### src/rtl/lsu_pkg.sv
// -----------------------------------------------------------------------------
// lsu_pkg
// Shared definitions for the data-memory load/store unit.
//   - request size encoding
//   - FSM state encoding (plain constants so older tools can consume them)
//   - data memory size
// -----------------------------------------------------------------------------
package lsu_pkg;

   localparam int LSU_MEM_BYTES = 1024;

   // request size encoding
   localparam logic LSU_SIZE_BYTE = 1'b0;
   localparam logic LSU_SIZE_WORD = 1'b1;

   // FSM state encoding
   localparam logic [1:0] S_IDLE = 2'd0;
   localparam logic [1:0] S_RD   = 2'd1;
   localparam logic [1:0] S_RD2  = 2'd2;
   localparam logic [1:0] S_WR2  = 2'd3;

endpackage : lsu_pkg

### src/rtl/lsu_load_align.sv
// -----------------------------------------------------------------------------
// lsu_load_align
// Combinational load formatter. Picks the byte lane selected by the byte
// address LSB (big-endian: even -> high lane, odd -> low lane) and zero- or
// sign-extends it, or passes the whole word through for word loads.
// Ports:
//   i_dout_h, i_dout_l : BRAM read lanes
//   i_addr0            : byte address bit 0
//   i_size             : LSU_SIZE_BYTE / LSU_SIZE_WORD
//   i_signed           : sign-extend byte loads
//   o_data             : 16-bit load result
// -----------------------------------------------------------------------------
module lsu_load_align
   import lsu_pkg::*;
(
   input  logic [7:0]  i_dout_h,
   input  logic [7:0]  i_dout_l,
   input  logic        i_addr0,
   input  logic        i_size,
   input  logic        i_signed,
   output logic [15:0] o_data
);

   logic [7:0]  lane_s;
   logic [15:0] data_s;

   // lane select and extension
   always_comb begin
      lane_s = 8'h00;
      data_s = 16'h0000;
      if (i_addr0) begin
         lane_s = i_dout_l;
      end else begin
         lane_s = i_dout_h;
      end
      if (i_size == LSU_SIZE_WORD) begin
         data_s = {i_dout_h, i_dout_l};
      end else if (i_signed) begin
         data_s = {{8{lane_s[7]}}, lane_s};
      end else begin
         data_s = {8'h00, lane_s};
      end
   end

   assign o_data = data_s;

endmodule : lsu_load_align

### src/rtl/data_mem_lsu.sv
// -----------------------------------------------------------------------------
// data_mem_lsu
// Load/store unit between the execute stage and BRAM port B (1 KB, two byte
// lanes, big-endian). One request at a time over valid/ready; responses are a
// single-cycle pulse with no backpressure.
// Configuration macro: LSU_MISALIGN_EN -- when defined, odd-address word
// accesses are split into two BRAM accesses (states S_RD2/S_WR2); otherwise
// they are rejected with o_rsp_err.
// Ports:
//   i_clk, i_rst_n          : clock, async active-low reset
//   i_req_* / o_req_ready   : request channel (accepted on valid & ready)
//   o_rsp_valid/rdata/err   : response pulse
//   o_b_*                   : BRAM port-B enable, lane write enables, word
//                             address and write lanes
//   i_b_dout_h/l            : BRAM read lanes (valid the cycle after enable)
// -----------------------------------------------------------------------------
module data_mem_lsu
   import lsu_pkg::*;
#(
   parameter int ADDR_W = $clog2(LSU_MEM_BYTES)
)
(
   input  logic              i_clk,
   input  logic              i_rst_n,
   input  logic              i_req_valid,
   output logic              o_req_ready,
   input  logic              i_req_we,
   input  logic              i_req_size,
   input  logic              i_req_signed,
   input  logic [15:0]       i_req_addr,
   input  logic [15:0]       i_req_wdata,
   output logic              o_rsp_valid,
   output logic [15:0]       o_rsp_rdata,
   output logic              o_rsp_err,
   output logic              o_b_en,
   output logic              o_b_we_h,
   output logic              o_b_we_l,
   output logic [ADDR_W-2:0] o_b_addr,
   output logic [7:0]        o_b_din_h,
   output logic [7:0]        o_b_din_l,
   input  logic [7:0]        i_b_dout_h,
   input  logic [7:0]        i_b_dout_l
);

   logic [1:0]  state_r;
   logic        run_r;
   logic        rsp_valid_r;
   logic        rsp_err_r;
   logic [15:0] rsp_rdata_r;
   logic        req_addr0_r;
   logic        req_size_r;
   logic        req_signed_r;

`ifdef LSU_MISALIGN_EN
   localparam logic [ADDR_W-2:0] WADDR_ONE = {{(ADDR_W-2){1'b0}}, 1'b1};
   logic [ADDR_W-2:0] req_waddr_r;
   logic [7:0]        req_wlo_r;
   logic [7:0]        hi_byte_r;
`endif

   logic              ready_s;
   logic              accept_s;
   logic              range_err_s;
   logic              misalign_s;
   logic              req_err_s;
   logic              b_en_s;
   logic              b_we_h_s;
   logic              b_we_l_s;
   logic [ADDR_W-2:0] b_addr_s;
   logic [7:0]        b_din_h_s;
   logic [7:0]        b_din_l_s;
   logic [15:0]       align_s;

   assign ready_s     = run_r && (state_r == S_IDLE);
   assign accept_s    = i_req_valid && ready_s;
   assign range_err_s = ((i_req_addr >> ADDR_W) != 16'h0000);
   assign misalign_s  = (i_req_size == LSU_SIZE_WORD) && i_req_addr[0];
`ifdef LSU_MISALIGN_EN
   assign req_err_s   = range_err_s;
`else
   assign req_err_s   = range_err_s || misalign_s;
`endif

   lsu_load_align u_align (
      .i_dout_h (i_b_dout_h),
      .i_dout_l (i_b_dout_l),
      .i_addr0  (req_addr0_r),
      .i_size   (req_size_r),
      .i_signed (req_signed_r),
      .o_data   (align_s)
   );

   // port-B drive: straight from the request in S_IDLE so the access lands on
   // the accept edge, from captured state for the second half of a split
   always_comb begin
      b_en_s    = 1'b0;
      b_we_h_s  = 1'b0;
      b_we_l_s  = 1'b0;
      b_addr_s  = i_req_addr[ADDR_W-1:1];
      b_din_h_s = i_req_wdata[7:0];
      b_din_l_s = i_req_wdata[7:0];
      case (state_r)
         S_IDLE: begin
            if (accept_s && !req_err_s) begin
               b_en_s = 1'b1;
               if (!i_req_we) begin
                  b_we_h_s = 1'b0;
               end else if (i_req_size == LSU_SIZE_BYTE) begin
                  b_we_h_s = !i_req_addr[0];
                  b_we_l_s = i_req_addr[0];
               end else if (misalign_s) begin
                  // first half of a split store: high byte goes to low lane of w
                  b_we_l_s  = 1'b1;
                  b_din_l_s = i_req_wdata[15:8];
               end else begin
                  b_we_h_s  = 1'b1;
                  b_we_l_s  = 1'b1;
                  b_din_h_s = i_req_wdata[15:8];
               end
            end else begin
               b_en_s = 1'b0;
            end
         end
`ifdef LSU_MISALIGN_EN
         S_RD: begin
            // split load: fetch w+1 while the first word's data is captured
            if ((req_size_r == LSU_SIZE_WORD) && req_addr0_r) begin
               b_en_s   = 1'b1;
               b_addr_s = req_waddr_r + WADDR_ONE;
            end else begin
               b_en_s = 1'b0;
            end
         end
         S_WR2: begin
            b_en_s    = 1'b1;
            b_we_h_s  = 1'b1;
            b_addr_s  = req_waddr_r + WADDR_ONE;
            b_din_h_s = req_wlo_r;
            b_din_l_s = req_wlo_r;
         end
`endif
         default: begin
            b_en_s = 1'b0;
         end
      endcase
   end

   // request capture, FSM and registered response
   always_ff @(posedge i_clk or negedge i_rst_n) begin
      if (!i_rst_n) begin
         state_r      <= S_IDLE;
         run_r        <= 1'b0;
         rsp_valid_r  <= 1'b0;
         rsp_err_r    <= 1'b0;
         rsp_rdata_r  <= 16'h0000;
         req_addr0_r  <= 1'b0;
         req_size_r   <= 1'b0;
         req_signed_r <= 1'b0;
`ifdef LSU_MISALIGN_EN
         req_waddr_r  <= '0;
         req_wlo_r    <= 8'h00;
         hi_byte_r    <= 8'h00;
`endif
      end else begin
         run_r       <= 1'b1;
         rsp_valid_r <= 1'b0;
         rsp_err_r   <= 1'b0;
         rsp_rdata_r <= 16'h0000;
         case (state_r)
            S_IDLE: begin
               if (accept_s) begin
                  req_addr0_r  <= i_req_addr[0];
                  req_size_r   <= i_req_size;
                  req_signed_r <= i_req_signed;
`ifdef LSU_MISALIGN_EN
                  req_waddr_r  <= i_req_addr[ADDR_W-1:1];
                  req_wlo_r    <= i_req_wdata[7:0];
`endif
                  if (req_err_s) begin
                     rsp_valid_r <= 1'b1;
                     rsp_err_r   <= 1'b1;
                  end else if (!i_req_we) begin
                     state_r <= S_RD;
`ifdef LSU_MISALIGN_EN
                  end else if (misalign_s) begin
                     state_r <= S_WR2;
`endif
                  end else begin
                     rsp_valid_r <= 1'b1;
                  end
               end
            end
            S_RD: begin
`ifdef LSU_MISALIGN_EN
               if ((req_size_r == LSU_SIZE_WORD) && req_addr0_r) begin
                  hi_byte_r <= i_b_dout_l;
                  state_r   <= S_RD2;
               end else begin
                  rsp_valid_r <= 1'b1;
                  rsp_rdata_r <= align_s;
                  state_r     <= S_IDLE;
               end
`else
               rsp_valid_r <= 1'b1;
               rsp_rdata_r <= align_s;
               state_r     <= S_IDLE;
`endif
            end
`ifdef LSU_MISALIGN_EN
            S_RD2: begin
               rsp_valid_r <= 1'b1;
               rsp_rdata_r <= {hi_byte_r, i_b_dout_h};
               state_r     <= S_IDLE;
            end
            S_WR2: begin
               rsp_valid_r <= 1'b1;
               state_r     <= S_IDLE;
            end
`endif
            default: begin
               state_r <= S_IDLE;
            end
         endcase
      end
   end

   assign o_req_ready = ready_s;
   assign o_rsp_valid = rsp_valid_r;
   assign o_rsp_rdata = rsp_rdata_r;
   assign o_rsp_err   = rsp_err_r;
   assign o_b_en      = run_r && b_en_s;
   assign o_b_we_h    = run_r && b_we_h_s;
   assign o_b_we_l    = run_r && b_we_l_s;
   assign o_b_addr    = b_addr_s;
   assign o_b_din_h   = b_din_h_s;
   assign o_b_din_l   = b_din_l_s;

endmodule : data_mem_lsu

### config.mk
export PLATFORM = sky130hd
export DESIGN_NAME = data_mem_lsu
export DESIGN_NICKNAME = d
export VERILOG_FILES = /design/src/rtl/lsu_pkg.sv /design/src/rtl/lsu_load_align.sv /design/src/rtl/data_mem_lsu.sv
export SDC_FILE = /design/constraint.sdc
export NUM_CORES = 1
export LEC_CHECK = 0
export BUFFER_PORTS_ARGS = -buffer_cell sky130_fd_sc_hd__buf_4
export CELL_PAD_IN_SITES_DETAIL_PLACEMENT = 1
export CELL_PAD_IN_SITES_GLOBAL_PLACEMENT = 1
export CORE_AREA = 2 2 70 72
export CTS_CLUSTER_DIAMETER = 30
export CTS_CLUSTER_SIZE = 10
export DETAILED_ROUTE_END_ITERATION = 10
export DIE_AREA = 0 0 72 74
export GPL_TIMING_DRIVEN = 0
export PLACE_DENSITY_LB_ADDON = 0.1
export SLEW_MARGIN = 20
export SYNTH_ARGS = -nofsm -noshare
export SYNTH_HDL_FRONTEND = slang
export SYNTH_SLANG_ARGS = --single-unit
### constraint.sdc
create_clock -name i_clk -period 3.44 [get_ports i_clk]
set_input_delay 0 -clock i_clk [delete_from_list [all_inputs] [get_ports i_clk]]
set_output_delay 0 -clock i_clk [all_outputs]
set_load 0.02 [all_outputs]
======== After elaboration in Yosys (flattened, before gate mapping) ========
Index checks and enable logic that the tools add are counted.
word-level totals
  logic and storage cells ................. 62
  input bits .............................. 54
  output and inout port bits .............. 47
  register bits after elaboration ......... 24
cells by class
  reductions and logical operators ........ 14
  muxes and demuxes ....................... 36
  equal/unequal tests ..................... 4
operators with widths
  cell                number
  $mux 8              11
  $mux 16             3
  $mux 1              17
  $reduce_bool 16->1  1
  $mux 2              4
  $logic_and 1x1->1   7
  $ne 2x2->1 const B  3
  $reduce_and 3->1    1
  $eq 2x1->1 const B  1
  $logic_not 1->1     2
  $logic_not 2->1     1
  $pmux 1 s2          1
  $reduce_and 2->1    1
  $logic_or 1x1->1    1

======== Logic depth before layout (Yosys ltp) ========
  depth in word-level cells ............... 7
  mapped depth ............................ 4
  mapped depth without buffers ............ 3

======== Cells and area by module ========
From an unflattened synthesis, not the netlist that was laid out.
second synthesis, totals
  cell total of the unflattened synthesis .. 110
  area total of the unflattened synthesis .. 1280.0 µm²
by module, submodules not included
  module          sequential area each (µm²)  cells an instance  area an instance (µm²)  times used
  data_mem_lsu    575.6                       86                 1058.5                  1
  lsu_load_align  0.0                         24                 221.5                   1

======== Worst setup path after synthesis ========
Ideal clock, no wire load.
  path kind ............................... register -> output
  from .................................... register state_r[0]
  to ...................................... output port o_b_we_l
  setup slack ............................. 1.801 ns
  data required time ...................... 3.440 ns
  path buffers ............................ 1
  stages on the path, launching flop included .. 5
  arrival time ............................ 1.639 ns
  path through ............................ dfrtp_1 > clkbuf_1 > nor2b_1 > nand4_1 > nor3_1
on the way
  cells in the longest elaborated chain, start to end .. 7
RTL lines
  item                    line                 RTL
  from (decl)             data_mem_lsu.sv:45   logic [1:0] state_r;
  from (signal assigned)  data_mem_lsu.sv:151  state_r <= S_IDLE;
  from (signal assigned)  data_mem_lsu.sv:183  state_r <= S_RD;
  from (signal assigned)  data_mem_lsu.sv:206  state_r <= S_IDLE;
  $logic_not 2->1         data_mem_lsu.sv:74   assign ready_s = run_r && (state_r == S_IDLE);
  $logic_and 1x1->1       data_mem_lsu.sv:74
  net o_req_ready         data_mem_lsu.sv:26   output logic o_req_ready,
  $logic_and 1x1->1       data_mem_lsu.sv:75   assign accept_s = i_req_valid && ready_s;
  $logic_and 1x1->1       data_mem_lsu.sv:104  if (accept_s && !req_err_s) begin
  $mux 1                  data_mem_lsu.sv:104
  $mux 1                  data_mem_lsu.sv:102  case (state_r)
  $logic_and 1x1->1       data_mem_lsu.sv:233  assign o_b_we_l = run_r && b_we_l_s;
  to (decl)               data_mem_lsu.sv:37   output logic o_b_we_l,
The timed path passes the listed nets, and every way through them passes these cells.

======== Worst setup path after layout ========
  from .................................... register state_r[0]
  to ...................................... output port o_b_din_h[6]
on the way
  cells in the longest elaborated chain, start to end .. 6
RTL lines
  item               line                                     RTL
  $logic_not 2->1 *  data_mem_lsu.sv:74, data_mem_lsu.sv:102
  $logic_and 1x1->1  data_mem_lsu.sv:74
  $logic_and 1x1->1  data_mem_lsu.sv:75
  $logic_and 1x1->1  data_mem_lsu.sv:104
  $mux 8             data_mem_lsu.sv:104
  $mux 8 *           data_mem_lsu.sv:102
  to (decl)          data_mem_lsu.sv:39                       output logic [7:0] o_b_din_h,
Every way passes the cells marked *; elsewhere a longest branch is shown, timed or not.

==> impl_summary.md <==
Global routing
The remaining global-route overflow is 0. The global-route wire length before repair is just under 6000 um. The number of global-route vias before repair came to 1,364. The initial antenna violation count came to 0. Entering global routing, the biggest net connects 24 pins. For this run, the total global-route usage over all layers was measured as 0.1400.

Power and ir drop
In this run the power density over the cells is 302.5 nW/um^2. Of the total power, the share spent switching nets is 0.2815. The share of total power dissipated in sequential elements is 0.450.

VDD sags by at most 0.1522 mV. The net switching power is between 150 and 200 uW. The static leakage is 1.059 nW. Of the total power, the clock network draws 0.264. The total internal power is ~450 uW. Of the total power, combinational logic draws 0.287.

Floorplan
The chip height is roughly 74 um. During I/O placement, the number of pins put on the boundary was slightly above 100. The effective utilization at floorplan is 0.2683. The site row count is 25. The floorplan step defined a die boundary enclosing between 5000 and 6000 um^2. The die span in x is just over 70 um. The area of the core region is between 4000 and 5000 um^2.

CTS
In this run, CTS created clock tree buffers numbering 3. The clock insertion delay at the later pin of the skew report is 0.26 ns. The count of H-tree levels built during CTS is 1. After clock tree synthesis, the clock-pin slew on the worst setup and hold paths is about 0.08 ns.

Once the clock tree was built, the setup fixing pass inserted 0 buffers. The root buffer cell is clkbuf_8. The buffer depth of the longest clock path is 2. The CTS tree is yes. The sink count of the clock tree is 23.

The number of hold buffers added after CTS is 3. In this run, post-CTS repair resized a total of 0 instances.

Route
The via density per instance is between 4 and 5. After the first detailed-routing iteration, the DRC count stood at 35. The final route contains around 1,200 vias. Wires add up to roughly 3700 um. In this run the remaining antenna-violating nets after routing total 0.

The mean routed wirelength per cell is ~14 um. For this run, design rule violations remaining after detail routing come to 0. Before antenna repair, the detailed router went through 4 iterations.

STA
The slew of the pin with the lowest slew margin is around 0.74 ns. The max-slew violation count was 0. In the final timing run, aggregate negative setup slack is 0 ns.

On the final layout, the worst hold slack is approximately 0.003 ns. The clock skew after layout is 0.007833 ns. Setup repair after global routing left no endpoint under its margin. The maximum clock frequency is between 0.5 and 0.6 GHz. The post-layout minimum cycle time is 1.800 ns.

The total count of hold-check failures in the final report is 0. Headroom to the max-slew limit came out at 0.5100. The setup-violating endpoint count in the final report is 0. In the finished design, the share of the clock period the worst path needs comes to 0.5232.

Yosys
The synthesized instance count is roughly 120. The number of distinct library cell variants in the gate-level netlist after synthesis is 24. The commonest cells after synthesis are dfrtp_1, clkbuf_1, mux2_2, buf_4, nor2b_1. After synthesis, the cell types taking the most area are dfrtp_1, mux2_2, buf_4. The synthesized design contains 23 register bits.

Of all cell types, the one taking the most synthesized area is dfrtp_1. The number of flops mapped to enable cells by yosys is 0. The main flop type after synthesis is dfrtp_1. The share of flip-flops with an asynchronous set or reset after synthesis is 1.000. The synthesized netlist occupies a cell area of ~1200 um^2.

The total nets after synthesis is approximately 170. Of the synthesized area, sequential elements account for 0.4665. The Yosys warning count is 0. Among all cell types in the netlist, the one instantiated most often is dfrtp_1.

The share of synthesized area in the top cell type comes to 0.4665. The post-synthesis area per instance is between 10 and 15 um^2.

Setup path
For the worst setup path, the data required time is 3.44 ns. The reg2reg setup slack is between 1.5 and 2 ns. The launching element type of the critical path is a register.

The maximum fanout count along the critical path is 8. STA classifies the critical path endpoint as an output pin. The worst setup path is of the reg -> out kind. The endpoint arrival time on the critical path is 1.80 ns.

Placement
The routability congestion estimate from global placement is a little over 0.7. The quantity of I/O buffers inserted on ports is between 90 and 100. After detailed placement, the design holds a cell count of approximately 260.

Job
Max-cap violations in this run came to 0.

Hold path
The path class of the tightest hold or removal check is in -> reg.

Finish
The utilization of the core after routing is 0.4482. The number of nets in the final layout is between 200 and 300. Of the cells placed in the final design, the portion with a size suffix greater than 1 is 0.5628.

Relative to the synthesized area, the layout overhead comes to 67.04%. Once layout is complete, the cells apart from fillers number 269. The antenna cell count is 0.

Run status
The run finished with clean final reports.
path summary, 6_finish.rpt:
kind	from	end	cells past startpoint
setup / recovery	state_r[0]	o_b_din_h[6]	4
hold / removal	i_b_dout_h[0]	o_rsp_rdata[0]	3
setup reg to reg	req_addr0_r	o_rsp_rdata[12]	3
hold reg to reg	req_signed_r	req_signed_r	1
max in group asynchronous	i_rst_n	o_rsp_rdata[11]	2
min in group asynchronous	i_rst_n	o_rsp_rdata[4]	2
layer usage:
metal / vias to the layer above / GRT usage / routed length, um
li1: 576 / - / -
met1: 568 / 0.1675 / 1440
met2: 69 / 0.2572 / 1921
met3: 4 / 0.02710 / 318
met4: 0 / 0.03983 / 29
met5: - / 0 / 0
final cells by class:
cell class	count	area, um^2
buffer	22	116.4
clock buffer	3	41.29
clock inverter	1	5.005
fill	549	2537
inverter	2	7.507
multi-input combinational	70	534.3
sequential	23	575.6
tap	54	67.56
timing repair buffer	94	713.2
stage by stage:
| step | power, mW | setup slack [ns] | cell area [um^2] |
|---|---|---|---|
| finish | 0.6234 | 1.640 | 2061 |
| global route | 0.6605 | 1.502 | 2061 |
| CTS | 0.6346 | 1.626 | 2061 |
| detailed placement | 0.4646 | 1.888 | 1984 |
| global placement | 0.4605 | 1.933 | 1984 |
| floorplan | 0.3703 | 1.801 | 1234 |
power groups by stage:
| stage | Combinational (mW) | Clock [mW] | Sequential [mW] |
|---|---|---|---|
| 5_1_grt | 0.196 | 0.183 | 0.281 |
| 4_1_cts | 0.182 | 0.172 | 0.281 |
| 6_report | 0.179 | 0.164 | 0.280 |
| 2_1_floorplan | 0.0835 | 0 | 0.287 |
| 3_3_place_gp | 0.175 | 0 | 0.286 |
| 3_5_place_dp | 0.179 | 0 | 0.286 |
cells by family (layout without fill, tap and decap cells):
family / after synthesis / after routing / share of synthesized area
buffers and inverters: 24 / 122 / 0.1004
other: 1 / 1 / 0.003040
AND/OR/NAND/NOR: 37 / 37 / 0.2039
AO/OA/AOI/OAI: 20 / 20 / 0.1106
multiplexers: 12 / 12 / 0.1156
flip-flops: 23 / 23 / 0.4665
state kept, by name, summed over array words and instances, names as in the netlist:
name          count
req_signed_r      1
state_r           1
run_r             1
o_rsp_rdata      16
o_rsp_err         1
req_size_r        1
req_addr0_r       1
o_rsp_valid       1
placed cells by master (no fill, tap or decap), drive strengths merged:
master,netlist,final
buf,9,100
dfrtp,23,23
clkbuf,13,16
mux2,12,12
nor2b,9,9
nor3b,8,8
nand2,8,8
o21ai,8,8
a21boi,8,8
nor2,3,3
dlygate4sd3,0,3
inv,2,2
a21oi,2,2
nor3,2,2
a211oi,1,1
nor4,1,1
nand3b,1,1
a31oi,1,1
or2,1,1
and4bb,1,1
nand4b,1,1
nand2b,1,1
nand4,1,1
clkinv,0,1
conb,1,1
critical path, stage by stage, from the launching register on:
cell and delay [ns]:
dfrtp_1 0.39, nand3b_1 0.29, nand4b_4 0.34, mux2_4 0.35, buf_4 0.16
No activity file was read; power rests on OpenSTA's default activity.
